<file path="src/rtl/fft_ctrl_pkg.sv">
// Shared defaults and state encoding for the FFT sink-side controller.
// Constants are prefixed DEF_ so modules can reuse the plain names for their own parameters.
package fft_ctrl_pkg;

  localparam int DEF_DATA_W      = 12;
  localparam int DEF_PTS_W       = 11;
  localparam int DEF_FFT_PTS     = 1024;
  localparam int DEF_START_DELAY = 4;

  typedef enum logic {
    WAIT   = 1'b0,
    STREAM = 1'b1
  } state_e;

endpackage

</file>
<file path="src/rtl/fft_sink_ctrl_if.sv">
// Avalon-ST sink bus between this controller (master) and the FFT core (slave).
interface fft_sink_ctrl_if
  import fft_ctrl_pkg::*;
#(
  parameter int DATA_W = DEF_DATA_W,
  parameter int PTS_W  = DEF_PTS_W
);

  // A beat transfers on a rising edge where sink_valid & sink_ready; readyLatency 0.
  // Once sink_valid is high, the master holds every beat field until that transfer.
  logic              sink_valid;
  logic              sink_ready;
  logic              sink_sop;
  logic              sink_eop;
  logic [1:0]        sink_error;
  logic              inverse;
  logic [DATA_W-1:0] outreal;
  logic [DATA_W-1:0] outimag;
  logic [PTS_W-1:0]  fft_pts;

  modport master (
    output sink_valid, sink_sop, sink_eop, sink_error, inverse,
           outreal, outimag, fft_pts,
    input  sink_ready
  );

  modport slave (
    input  sink_valid, sink_sop, sink_eop, sink_error, inverse,
           outreal, outimag, fft_pts,
    output sink_ready
  );

endinterface

</file>
<file path="src/rtl/fft_frame_counter.sv">
// Index of the beat currently presented within a frame; wraps from FFT_PTS-1 to 0.
module fft_frame_counter
  import fft_ctrl_pkg::*;
#(
  parameter int FFT_PTS = DEF_FFT_PTS,
  parameter int PTS_W   = DEF_PTS_W
) (
  input  logic             clk,
  input  logic             reset_n,
  input  logic             advance,
  output logic [PTS_W-1:0] index,
  output logic             is_first,
  output logic             is_last
);

  localparam logic [PTS_W-1:0] LAST_IDX = PTS_W'(FFT_PTS - 1);

  logic [PTS_W-1:0] index_q;
  logic [PTS_W-1:0] index_d;

  always_comb begin
    index_d = index_q;
    if (advance) begin
      index_d = is_last ? '0 : index_q + PTS_W'(1);
    end
  end

  always_ff @(posedge clk or negedge reset_n) begin
    if (!reset_n) begin
      index_q <= '0;
    end else begin
      index_q <= index_d;
    end
  end

  assign index    = index_q;
  assign is_first = (index_q == '0);
  assign is_last  = (index_q == LAST_IDX);

endmodule

</file>
<file path="src/rtl/fft_sink_ctrl.sv">
// Frames a free-running ADC sample stream into Avalon-ST beats for the FFT core.
// After a start delay it streams forever; stalls drop samples (no buffering).
module fft_sink_ctrl
  import fft_ctrl_pkg::*;
#(
  parameter int DATA_W      = DEF_DATA_W,
  parameter int PTS_W       = DEF_PTS_W,
  parameter int FFT_PTS     = DEF_FFT_PTS,
  parameter int START_DELAY = DEF_START_DELAY,
  parameter int OFFSET_BIN  = 1
) (
  input  logic                 clk,
  input  logic                 reset_n,
  input  logic [DATA_W-1:0]    insignal,
  fft_sink_ctrl_if.master      sink,
  output state_e               dbg_state_o
);

  localparam logic [15:0]      DLY_LAST = 16'(START_DELAY - 1);
  localparam logic [PTS_W-1:0] PENULT   = PTS_W'(FFT_PTS - 2);

  state_e            state_q, state_d;
  logic [15:0]       dly_q, dly_d;
  logic              valid_q, valid_d;
  logic              sop_q, sop_d;
  logic              eop_q, eop_d;
  logic [DATA_W-1:0] real_q, real_d;
  logic [DATA_W-1:0] conv_sample;

  logic              advance;
  logic [PTS_W-1:0]  cnt_index;
  logic              cnt_first;
  logic              cnt_last;

  generate
    if (OFFSET_BIN != 0) begin : g_offset_bin
      assign conv_sample = {~insignal[DATA_W-1], insignal[DATA_W-2:0]};
    end else begin : g_passthru
      assign conv_sample = insignal;
    end
  endgenerate

  fft_frame_counter #(
    .FFT_PTS (FFT_PTS),
    .PTS_W   (PTS_W)
  ) u_frame_counter (
    .clk      (clk),
    .reset_n  (reset_n),
    .advance  (advance),
    .index    (cnt_index),
    .is_first (cnt_first),
    .is_last  (cnt_last)
  );

  // sop/eop are loaded for the beat about to be presented, so in STREAM they
  // look one index ahead of the counter (which tracks the presented beat).
  always_comb begin
    state_d = state_q;
    dly_d   = dly_q;
    valid_d = valid_q;
    sop_d   = sop_q;
    eop_d   = eop_q;
    real_d  = real_q;
    advance = 1'b0;
    unique case (state_q)
      WAIT: begin
        if (dly_q == DLY_LAST) begin
          state_d = STREAM;
          valid_d = 1'b1;
          sop_d   = cnt_first;
          eop_d   = cnt_last;
          real_d  = conv_sample;
        end else begin
          dly_d = dly_q + 16'd1;
        end
      end
      STREAM: begin
        if (sink.sink_ready) begin
          advance = 1'b1;
          sop_d   = cnt_last;
          eop_d   = (cnt_index == PENULT);
          real_d  = conv_sample;
        end
      end
      default: state_d = WAIT;
    endcase
  end

  always_ff @(posedge clk or negedge reset_n) begin
    if (!reset_n) begin
      state_q <= WAIT;
      dly_q   <= '0;
      valid_q <= 1'b0;
      sop_q   <= 1'b0;
      eop_q   <= 1'b0;
      real_q  <= '0;
    end else begin
      state_q <= state_d;
      dly_q   <= dly_d;
      valid_q <= valid_d;
      sop_q   <= sop_d;
      eop_q   <= eop_d;
      real_q  <= real_d;
    end
  end

  assign sink.sink_valid = valid_q;
  assign sink.sink_sop   = sop_q;
  assign sink.sink_eop   = eop_q;
  assign sink.outreal    = real_q;
  assign sink.outimag    = '0;
  assign sink.sink_error = 2'b00;
  assign sink.inverse    = 1'b0;
  assign sink.fft_pts    = PTS_W'(FFT_PTS);
  assign dbg_state_o     = state_q;

endmodule

</file>
<file path="src/flat_wrapper.sv">
// flat-port wrapper written by rule: the top's interface ports become plain ports
module fft_sink_ctrl_flat import fft_ctrl_pkg::*;
#(
  parameter int DATA_W      = DEF_DATA_W,
  parameter int PTS_W       = DEF_PTS_W,
  parameter int FFT_PTS     = DEF_FFT_PTS,
  parameter int START_DELAY = DEF_START_DELAY,
  parameter int OFFSET_BIN  = 1
)
  (clk, reset_n, insignal, dbg_state_o, sink_sink_valid, sink_sink_sop, sink_sink_eop, sink_sink_error, sink_inverse, sink_outreal, sink_outimag, sink_fft_pts, sink_sink_ready);
  fft_sink_ctrl_if #(.DATA_W(DATA_W), .PTS_W(PTS_W)) sink_i ();
  input  logic clk;
  input  logic reset_n;
  input  logic [DATA_W-1:0] insignal;
  output state_e dbg_state_o;
  output wire logic [$bits(sink_i.sink_valid)-1:0] sink_sink_valid;
  output wire logic [$bits(sink_i.sink_sop)-1:0] sink_sink_sop;
  output wire logic [$bits(sink_i.sink_eop)-1:0] sink_sink_eop;
  output wire logic [$bits(sink_i.sink_error)-1:0] sink_sink_error;
  output wire logic [$bits(sink_i.inverse)-1:0] sink_inverse;
  output wire logic [$bits(sink_i.outreal)-1:0] sink_outreal;
  output wire logic [$bits(sink_i.outimag)-1:0] sink_outimag;
  output wire logic [$bits(sink_i.fft_pts)-1:0] sink_fft_pts;
  input wire logic [$bits(sink_i.sink_ready)-1:0] sink_sink_ready;
  assign sink_sink_valid = sink_i.sink_valid;
  assign sink_sink_sop = sink_i.sink_sop;
  assign sink_sink_eop = sink_i.sink_eop;
  assign sink_sink_error = sink_i.sink_error;
  assign sink_inverse = sink_i.inverse;
  assign sink_outreal = sink_i.outreal;
  assign sink_outimag = sink_i.outimag;
  assign sink_fft_pts = sink_i.fft_pts;
  assign sink_i.sink_ready = sink_sink_ready;
  fft_sink_ctrl #(.DATA_W(DATA_W), .PTS_W(PTS_W), .FFT_PTS(FFT_PTS), .START_DELAY(START_DELAY), .OFFSET_BIN(OFFSET_BIN)) u_core (.clk(clk), .reset_n(reset_n), .insignal(insignal), .sink(sink_i), .dbg_state_o(dbg_state_o));
endmodule
</file>
<file path="config.mk">
export PLATFORM = sky130hd
export DESIGN_NAME = fft_sink_ctrl_flat
export DESIGN_NICKNAME = d
export VERILOG_FILES = /design/src/rtl/fft_ctrl_pkg.sv /design/src/rtl/fft_sink_ctrl_if.sv /design/src/rtl/fft_frame_counter.sv /design/src/rtl/fft_sink_ctrl.sv /design/src/flat_wrapper.sv
export SDC_FILE = /design/constraint.sdc
export NUM_CORES = 1
export LEC_CHECK = 0
export CAP_MARGIN = 20
export CORE_MARGIN = 1
export CORE_UTILIZATION = 48
export CTS_CLUSTER_SIZE = 30
export DETAILED_ROUTE_END_ITERATION = 10
export PLACE_DENSITY = 0.83
export SYNTH_ARGS = -nofsm -noshare
export SYNTH_HDL_FRONTEND = slang
export SYNTH_SLANG_ARGS = --single-unit
</file>
<file path="constraint.sdc">
create_clock -name clk -period 2.2 [get_ports clk]
set_input_delay 0.44 -clock clk [delete_from_list [all_inputs] [get_ports clk]]
set_output_delay 0.44 -clock clk [all_outputs]
set_load 0.005 [all_outputs]
</file>
* Yosys cells after proc, flatten, opt, wreduce, memory -nomap -nowiden
Index checks and enable logic that the tools add are counted.
** Storage, ports and cells
- Input port bits :: 15
- Register bits after elaboration :: 43
- Output and inout port bits :: 42
- Logic and storage cells :: 35
** Operators by class
- Reduce and logical (&&, ||, !) cells :: 4
- Bitwise operators :: 3
- Equality and inequality tests :: 5
- Multiplexer cells :: 14
- Add/sub/neg operators :: 2
** Operators by type and width (number)
- 12-bit two-way mux :: 2
- 12-bit one-hot mux with 2 select lines :: 1
- 11-bit by 10-bit equality test with 1-bit output, second input constant :: 2
- 16-bit by 1-bit adder with 16-bit output, second input constant :: 1
- 16-bit by 2-bit equality test with 1-bit output, second input constant :: 1
- 11-bit by 1-bit adder with 11-bit output, second input constant :: 1
- 11-bit zero test :: 1
- 11-bit two-way mux :: 1
- 1-bit two-way mux :: 8
- 2-bit AND reduction :: 3
- 1-bit one-hot mux with 2 select lines :: 2
- 1-bit NOT :: 3
- 2-bit by 1-bit inequality test with 1-bit output, second input constant :: 1
- 2-bit inequality test, second input constant :: 1

* Logic depth before layout (Yosys ltp)
Gate-level depths: netlist (run 1).
- Depth in word-level cells :: 3
- Mapped depth :: 6
- Mapped depth without buffers :: 6

* By module
A second synthesis (run 1) with hierarchy kept.
** Second synthesis, totals
- Cells, all modules :: 191
- Area total of the unflattened synthesis :: 2220.9 um^2
** By module, submodules not included
- fft_sink_ctrl :: sequential area each 800.8 um^2, times used 1, area each 1632.8 um^2, cells each 133
- fft_frame_counter :: sequential area each 275.3 um^2, times used 1, area each 588.1 um^2, cells each 58

* Least setup slack after synthesis (run 1)
OpenSTA, ideal clock, no wires.
- Kind :: register to register
- Start :: reg u_core.dly_q[0]
- End :: reg u_core.real_q[0], in the netlist u_core.sink.outreal[0]
- Data arrival time :: 1.631 ns
- Cell stages (with the launch flop) :: 7
- Path slack :: 0.444 ns
- Path buffers :: 1
- Period minus slack after synthesis :: 1.756 ns
- Path through :: dfrtp_1 > ha_1 > nor4b_4 > nand4_2 > o21ai_4 > buf_12 > mux2_4
** On the way
- Longest elaborated chain between the ends :: 3
** Ends and longest elaborated chain
- start: declaration :: RTL line fft_sink_ctrl.sv:23 : logic [15:0] dly_q, dly_d;
- start signal: assignment :: RTL line fft_sink_ctrl.sv:99 : dly_q <= dly_d;
- 16-bit by 2-bit equality test with 1-bit output :: RTL line fft_sink_ctrl.sv:67 : if (dly_q == DLY_LAST) begin
- 2-bit by 1-bit inequality test with 1-bit output (no source line)
- 2-bit AND reduction (no source line)
- end signal: assignment :: RTL line fft_sink_ctrl.sv:103 : real_q <= real_d;
- end: declaration :: RTL line fft_sink_ctrl.sv:27 : logic [DATA_W-1:0] real_q, real_d;
No other way between the ends.
A chain may end at the register's enable or synchronous reset.

* Worst setup path in the final report (run 1)
- Start :: reg u_core.state_q, in the netlist u_core.dbg_state_o
- End :: out dbg_state_o
** RTL lines
- start: declaration :: RTL line fft_sink_ctrl.sv:22 : state_e state_q, state_d;
- start signal: assignment :: RTL line fft_sink_ctrl.sv:98 : state_q <= state_d;
- end: declaration :: RTL line flat_wrapper.sv:15 : output state_e dbg_state_o;
No word-level cell between the ends.

==> summary by stage, run 1 <==
Finish
The area growth from synthesis to layout is 18.56%. The final-stage net count is 245. In the final layout, the share of cells above drive strength 1 is 14.54%.

Across the whole layout, storage elements account for 1076 um^2. In the final layout, the multi-input gates occupy 962.2 um^2. The count of inserted antenna diode cells is 0. The final design instance area without fill is 2597 um^2. The filler cell count is 360.

Global route
The global-route wire length before repair is 6244 um. For this run, the total global-route usage over all layers was measured as 16.55%. The initial antenna violation count came to 0. The via count of the first global-routing pass is 1,336. The remaining global-route overflow is 0. Entering global routing, the biggest net connects 28 pins.

Synth
The area fraction of the dominant cell type after synthesis is 49.11%. The cell area after synthesis is 2191 um^2. The main flop type after synthesis is dfrtp_1. The number of synthesized flops with an enable pin is 0. After synthesis the netlist holds a flip-flop and latch count of 43.

The number of standard cells after synthesis is 189. Sorting the synthesized cells by area gives the leading types as dfrtp_1 (49%), buf_4 (8.9%), mux2_4 (6.2%), xnor2_1 (5.2%), xor2_1 (3.6%). Of all cell types, the one taking the most synthesized area is dfrtp_1. The warning count from the yosys run is 0. In the synthesized netlist the async set-or-reset flop fraction comes to 100.0%. The average instance in the mapped netlist occupies 11.59 um^2. After synthesis, the netlist uses 32 different library cells.

The sequential share of the synthesized area is 49.11%.

Detailed routing
The count of TritonRoute iterations in the first routing pass is 4. Wires add up to 3701 um. The routed design uses 1835 um of met2 wire. The residual antenna-violating net count after detailed routing is 0. In the final routed layout, each cell accounts on average for 13.27 um. The number of vias after detailed routing is 1,392.

The total length of routed met3 wires is 163 um. The top routing layer in use is met4. After detailed routing, the number of vias per cell comes to 4.989.

The final routed DRC violation total is 0. The total routed wire length on the met1 layer is 1675 um. The detailed router finished its first iteration with 87 violations.

Clock network
Post-CTS repair changed the size of 0 cells. TritonCTS created 5 clock buffers. Clock latency on the worst-skew pair, taken at its later pin, is 0.30 ns.

The CTS tree is built. The post-CTS clock slew at the launch and capture registers of the worst setup and hold paths is 0.09 ns. Clock tree synthesis selected as its root buffer the cell clkbuf_8. The clock tree synthesis step divided the H-tree into 2 levels. The maximum root-to-sink buffer count is 2. The clock net sink count is 43.

Die
The initial utilization of the core area, before any placement, comes to 49.97%. The number of cell rows is 24. The core region is 4384 um^2. The die is 69.56 um wide. The die is 69.56 um tall.

For this design the top-level I/O count stands at 57. The floorplan step defined a die boundary enclosing 4839 um^2.

Setup path
On the critical path, the stage with the largest delay is an instance of dfrtp_1. The type of element capturing the critical path is an output port. Along the worst path, the maximum fanout reaches 13. Walking the worst path, the cells encountered are clkdlybuf4s50_1. The worst setup path is of the reg -> out kind. The largest stage delay on the critical path is 0.64 ns. The arrival time of data at the critical path endpoint is 1.52 ns.

The startpoint class of the critical path is a flip-flop. The cell family contributing the most delay on the critical path is flip-flops. STA puts the critical path data required time at 1.76 ns.

Together, buffers and inverters on the worst path number 1.

Pwr
The completed layout was analyzed and its total power is 1.810 mW. For this design the ratio of total power to cell area is 697.0 nW/um^2. The peak ir drop on the vdd network is 318.9 uV. In this run the static leakage power is 1.210 nW.

STA
The final critical delay including setup and external delays is 1.962 ns. Setup violations remaining at the end of the flow were counted as 0. The headroom to the max-slew limit is 58.87%. The maximum clock rate is 509.7 MHz. The setup clock skew after layout is 0.01765 ns. The count of endpoints failing hold in the final timing report came to 0. For the pin with the worst max-slew slack, the measured transition is 0.6123 ns. The number of slew-limit violations in the final report is 0. Setup total negative slack on the finished layout was measured at 0 ns. The final critical path takes up 89.17% of the cycle. Setup repair after global routing left no endpoint under its margin.

Placed design
The post-DP HPWL is 2654 um. Buffers placed on the I/O ports in this run total 30. The final weighted congestion in routability-driven placement is 0.7805. Summing all placed instances gives a cell area of 2452 um^2.

Min path
The path class of the tightest hold or removal check is in -> async.

Flow run
The number of max-capacitance violations reported is 0.

Outcome
The run finished with clean final reports.
## power by group
part | internal, mW | switching (mW) | leakage [nW] | total, mW
clock | 0.367 | 0.262 | 0.0612 | 0.630
combinational | 0.143 | 0.107 | 0.607 | 0.250
sequential | 0.854 | 0.0761 | 0.543 | 0.930
## through the flow
stage	utilization, %	instances	worst slack [ns]	hold WS (ns)
finish	59.25	279	0.2382	0.05197
floorplan	-	213	0.4437	0.1444
global route	59.25	279	0.1360	0.08994
CTS	58.62	277	0.06276	0.06950
global placement	55.94	269	0.1683	0.3891
detailed placement	55.94	269	0.06666	0.3924
## what timing repair did
item,in CTS,in global routing
hold buffers,0,0
endpoints found under the setup margin,0,8
buffers inserted,0,2
## layout by cell type, fill, tap and decap left out, drive strengths merged, types with 2 or more instances in the layout
cell type	synthesis	final
clkdlybuf4s50	0	29
xor2	9	9
mux2i	2	2
nor3	4	4
mux2	14	14
nand2	13	13
xnor2	13	13
nand3	10	10
and3	6	6
ha	4	4
inv	5	5
buf	28	6
dfrtp	43	43
nor2	8	8
clkbuf	1	6
nor4b	2	2
o21ai	6	6
nand4	8	8
nor4	4	4
and4	2	2
conb	2	26
## flip-flops by register name, indices dropped and copies added, names as in the netlist
signal and cells:
u_core.sink.sink_sop 1, u_core.sink.outreal 12, u_core.u_frame_counter.index 11, u_core.dbg_state_o 1, u_core.sink.sink_valid 1, u_core.dly_q 16
u_core.sink.sink_eop 1
## layer usage
metal  vias to the layer above  GRT usage (%)
met5                         -              0
met4                         0          3.855
met3                         4          5.669
met2                        34          26.32
met1                       689          21.87
li1                        665              -
## cell type report
cell class | instances | area share, %
sequential | 43 | 41.43
multi-input combinational | 136 | 37.04
timing repair buffer | 35 | 13.78
clock inverter | 2 | 1.349
inverter | 5 | 0.7225
clock buffer | 6 | 3.179
tap | 52 | 2.505
## cells in the mapped netlist (all sizes together), types with 5 or more instances
| cell type | n |
|---|---|
| inv | 5 |
| xnor2 | 13 |
| nand2 | 13 |
| nand3 | 10 |
| mux2 | 14 |
| nand4 | 8 |
| and3 | 6 |
| o21ai | 6 |
| buf | 28 |
| xor2 | 9 |
| nor2 | 8 |
| dfrtp | 43 |
## cells by family after synthesis
family | share of synthesized area [%]
simple gates | 15.71
flops | 49.11
buf+inv | 11.08
xor+xnor | 8.795
mux | 9.651
compound gates | 3.027
fa+ha+maj | 2.285
other cells | 0.3428
## path summary, 6_finish.rpt
kind / startpoint / depth (start not counted) / end / slack [ns]
worst max-delay path: u_core.dbg_state_o / 1 / dbg_state_o / 0.24
worst min-delay path: reset_n / 1 / u_core.u_frame_counter.index[10] / 0.05
worst max register to register: u_core.dly_q[0] / 6 / u_core.sink.outreal[2] / 0.29
worst min register to register: u_core.dly_q[13] / 1 / u_core.dly_q[13] / 0.50
max in group asynchronous: reset_n / 2 / u_core.dly_q[7] / 1.67
min in group clk: u_core.dly_q[13] / 1 / u_core.dly_q[13] / 0.50
Power figures use the tool's default switching activity.
==> run 2, diff against run 1 <==
CELL_PAD_IN_SITES_DETAIL_PLACEMENT = 0   (was default)
CELL_PAD_IN_SITES_GLOBAL_PLACEMENT = 2   (was default)
CORE_UTILIZATION = 31   (was 48)
==> summary by stage, run 2 (synthesized netlist as in run 1, its figures left out) <==
Outcome
The run finished with clean final reports.

STA
The headroom to the max-slew limit was 56.68% (-2.2 points). The share of the clock period used by the worst path after layout was 90.95% (+1.8 points). The setup clock skew after layout is 0.006232 ns (-0.01141 ns). The slew at the pin closest to its max-slew limit was 0.6414 ns (+0.02911 ns). The final setup violation count was 0 (unchanged). The maximum clock rate is 499.8 MHz (-2.0%). The final total negative setup slack is 0 ns (unchanged). The final critical delay including setup and external delays is 2.001 ns (+0.03908 ns). The number of slew-limit violations in the final report is 0 (unchanged). The count of endpoints failing hold in the final timing report is 0 (unchanged). Setup repair after global routing left no endpoint under its margin.

Die
The horizontal die dimension is 86.07 um (+24%). The initial core utilization came to 32.25% (-18 points). The area of the die is 7407 um^2 (+53%).

The number of cell rows is 30 (+25%). The core area is 6794 um^2 (+55%). The chip height is 86.07 um (+24%). The total I/O pin count was 57 (unchanged).

Clock network
The post-CTS setup buffer count is 0 (unchanged). The later-pin clock latency in the skew report is 0.29 ns (about the same). The maximum root-to-sink buffer count is 2 (unchanged). The number of hold buffers added after cts is 0 (unchanged).

The clock net sink count is 43 (unchanged). TritonCTS built the clock tree. The quantity of gates resized following cts was 0 (unchanged). The cell sitting at the root of the clock tree is a clkbuf_8.

The post-CTS clock slew at the launch and capture registers of the worst setup and hold paths was 0.08 ns (about the same). The clock buffer count from CTS is 5 (unchanged). The H-tree depth reported by CTS is 2 (unchanged).

Finish
The share of final-layout standard cells stronger than drive strength 1 is 14.41% (-0.13 points). The library cell used most frequently in the layout, excluding fill and tap cells, is dfrtp_1. The post-layout instance count excluding filler cells came to 325 (+16%).

The flip-flop count of the largest register after layout is 16 (unchanged). The library cells used most frequently in the layout, excluding fill and tap cells, are dfrtp_1 (43), clkdlybuf4s50_1 (29), conb_1 (26). The final-stage net count came to 247 (+0.82%). Ranked by flip-flop count, first place goes to u_core.dly_q. From synthesis to final layout, the design area changed by 18.96%. The count of inserted antenna diode cells is 0 (unchanged).

Setup path
The largest stage delay on the critical path is 0.67 ns (+0.03 ns). The kind of cell with the highest combined delay on the critical path is flip-flops. The startpoint class of the critical path is a flip-flop. The depth of the worst register-to-register path is 6 (unchanged). The slowest stage of the critical path is the dfrtp_1 cell. The flop-to-flop setup slack is 0.31 ns (+0.02 ns). The critical path class is reg -> out. The critical path goes through clkdlybuf4s50_1. The arrival time of data at the critical path endpoint came to 1.56 ns (+0.04 ns).

The top fanout value on the critical path is 13 (unchanged). The cell depth of the worst setup path was 1 (unchanged). The worst endpoint required time came to 1.76 ns (about the same). The type of element capturing the critical path is an output port.

The number of buffers and inverters on the critical path was 1 (unchanged).

Pwr
The peak ir drop on the vdd network is 209.5 uV (-34%). The total power divided by cell area is 634.3 nW/um^2 (-9.0%). The total power is 1.653 mW (-8.7%). The leakage power is 1.192 nW (-1.5%).

Global route
The largest net degree at the start of global routing is 44 (+57%). The initial antenna violation count is 0 (unchanged). The total global routing track utilization was 11.09% (-5.5 points). The remaining global-route overflow came to 0 (unchanged). The via count of the first global-routing pass was 1,379 (+3.2%). The global-route wire length before repair is 6348 um (+1.7%).

Placed design
The total placed cells including tap cells came to 317 (+18%). The number of port buffers came to 30 (unchanged). The final weighted congestion in routability-driven placement came to 0.7084 (-9.2%). The post-DP HPWL is 2646 um (-0.30%).

Detailed routing
The detailed-route wire length is 3715 um (+0.38%). The routed via count divided by cell count is 4.206 (-16%). The final routed DRC violation total is 0 (unchanged). The count of TritonRoute iterations in the first routing pass is 4 (unchanged).

The number of vias after detailed routing came to 1,367 (-1.8%). The first-iteration detailed-routing DRC count is 78 (-10%). The residual antenna-violating net count after detailed routing is 0 (unchanged). The average wire per cell in the routed design is 11.43 um (-14%).

Min path
In this run the worst hold path is classified as in -> async.

Flow run
The number of max-capacitance violations reported is 0 (unchanged).
[run 2: cell types whose count changed in the layout (fill, tap and decap cells not counted)]
cell       before  now
buf_4           3    7
buf_12          2    0
clkbuf_1        0    2
bufinv_16       1    0
clkbuf_8        6    5
[run 2: per-stage QoR]
step                      hold slack [ns]  cell area [um^2]  setup slack [ns]  utilization [%]
after floorplan                    0.1444              2281            0.4437                -
after global placement             0.4845              2525            0.2912            37.16
after detailed placement           0.4844              2525            0.2885            37.16
after CTS                          0.2332              2606            0.1566            38.36
after global routing               0.2601              2606           0.09448            38.36
final                              0.2164              2606            0.1991            38.36
[run 2: per-layer routing]
layer / vias up / track usage [%] / part of all wire, %
li1: 672 / - / -
met1: 664 / 13.80 / 47
met2: 27 / 18.18 / 49
met3: 4 / 2.695 / 3.7
met4: 0 / 5.000 / 0.62
met5: - / 0 / 0
[run 2: where the power goes]
| group | switching [mW] | total [mW] | leakage, nW | internal (mW) |
|---|---|---|---|---|
| Clock | 0.254 | 0.477 | 0.0422 | 0.223 |
| Combinational | 0.105 | 0.246 | 0.607 | 0.141 |
| Sequential | 0.0765 | 0.931 | 0.543 | 0.854 |
[run 2: path summary, 6_finish.rpt]
path,from,endpoint
max,u_core.dbg_state_o,dbg_state_o
min,reset_n,u_core.sink.outreal[4]
max reg2reg,u_core.dly_q[0],u_core.sink.outreal[0]
min reg2reg,u_core.dly_q[13],u_core.dly_q[13]
max in group asynchronous,reset_n,u_core.dly_q[5]
min in group clk,u_core.dly_q[13],u_core.dly_q[13]
[run 2: area by class of cell]
| class | instances | area [um^2] |
|---|---|---|
| Fill cell | 679 | 4188 |
| Sequential cell | 43 | 1076 |
| Multi-Input combinational cell | 136 | 962.2 |
| Timing Repair Buffer | 37 | 347.8 |
| Tap cell | 96 | 120.1 |
| Clock buffer | 7 | 76.32 |
| Inverter | 5 | 18.77 |
| Clock inverter | 1 | 5.005 |
==> run 3, diff against run 2 <==
CAP_MARGIN = default   (was 20)
==> results of run 3 <==
Final layout, timing and power as in run 2 (identical DEF).
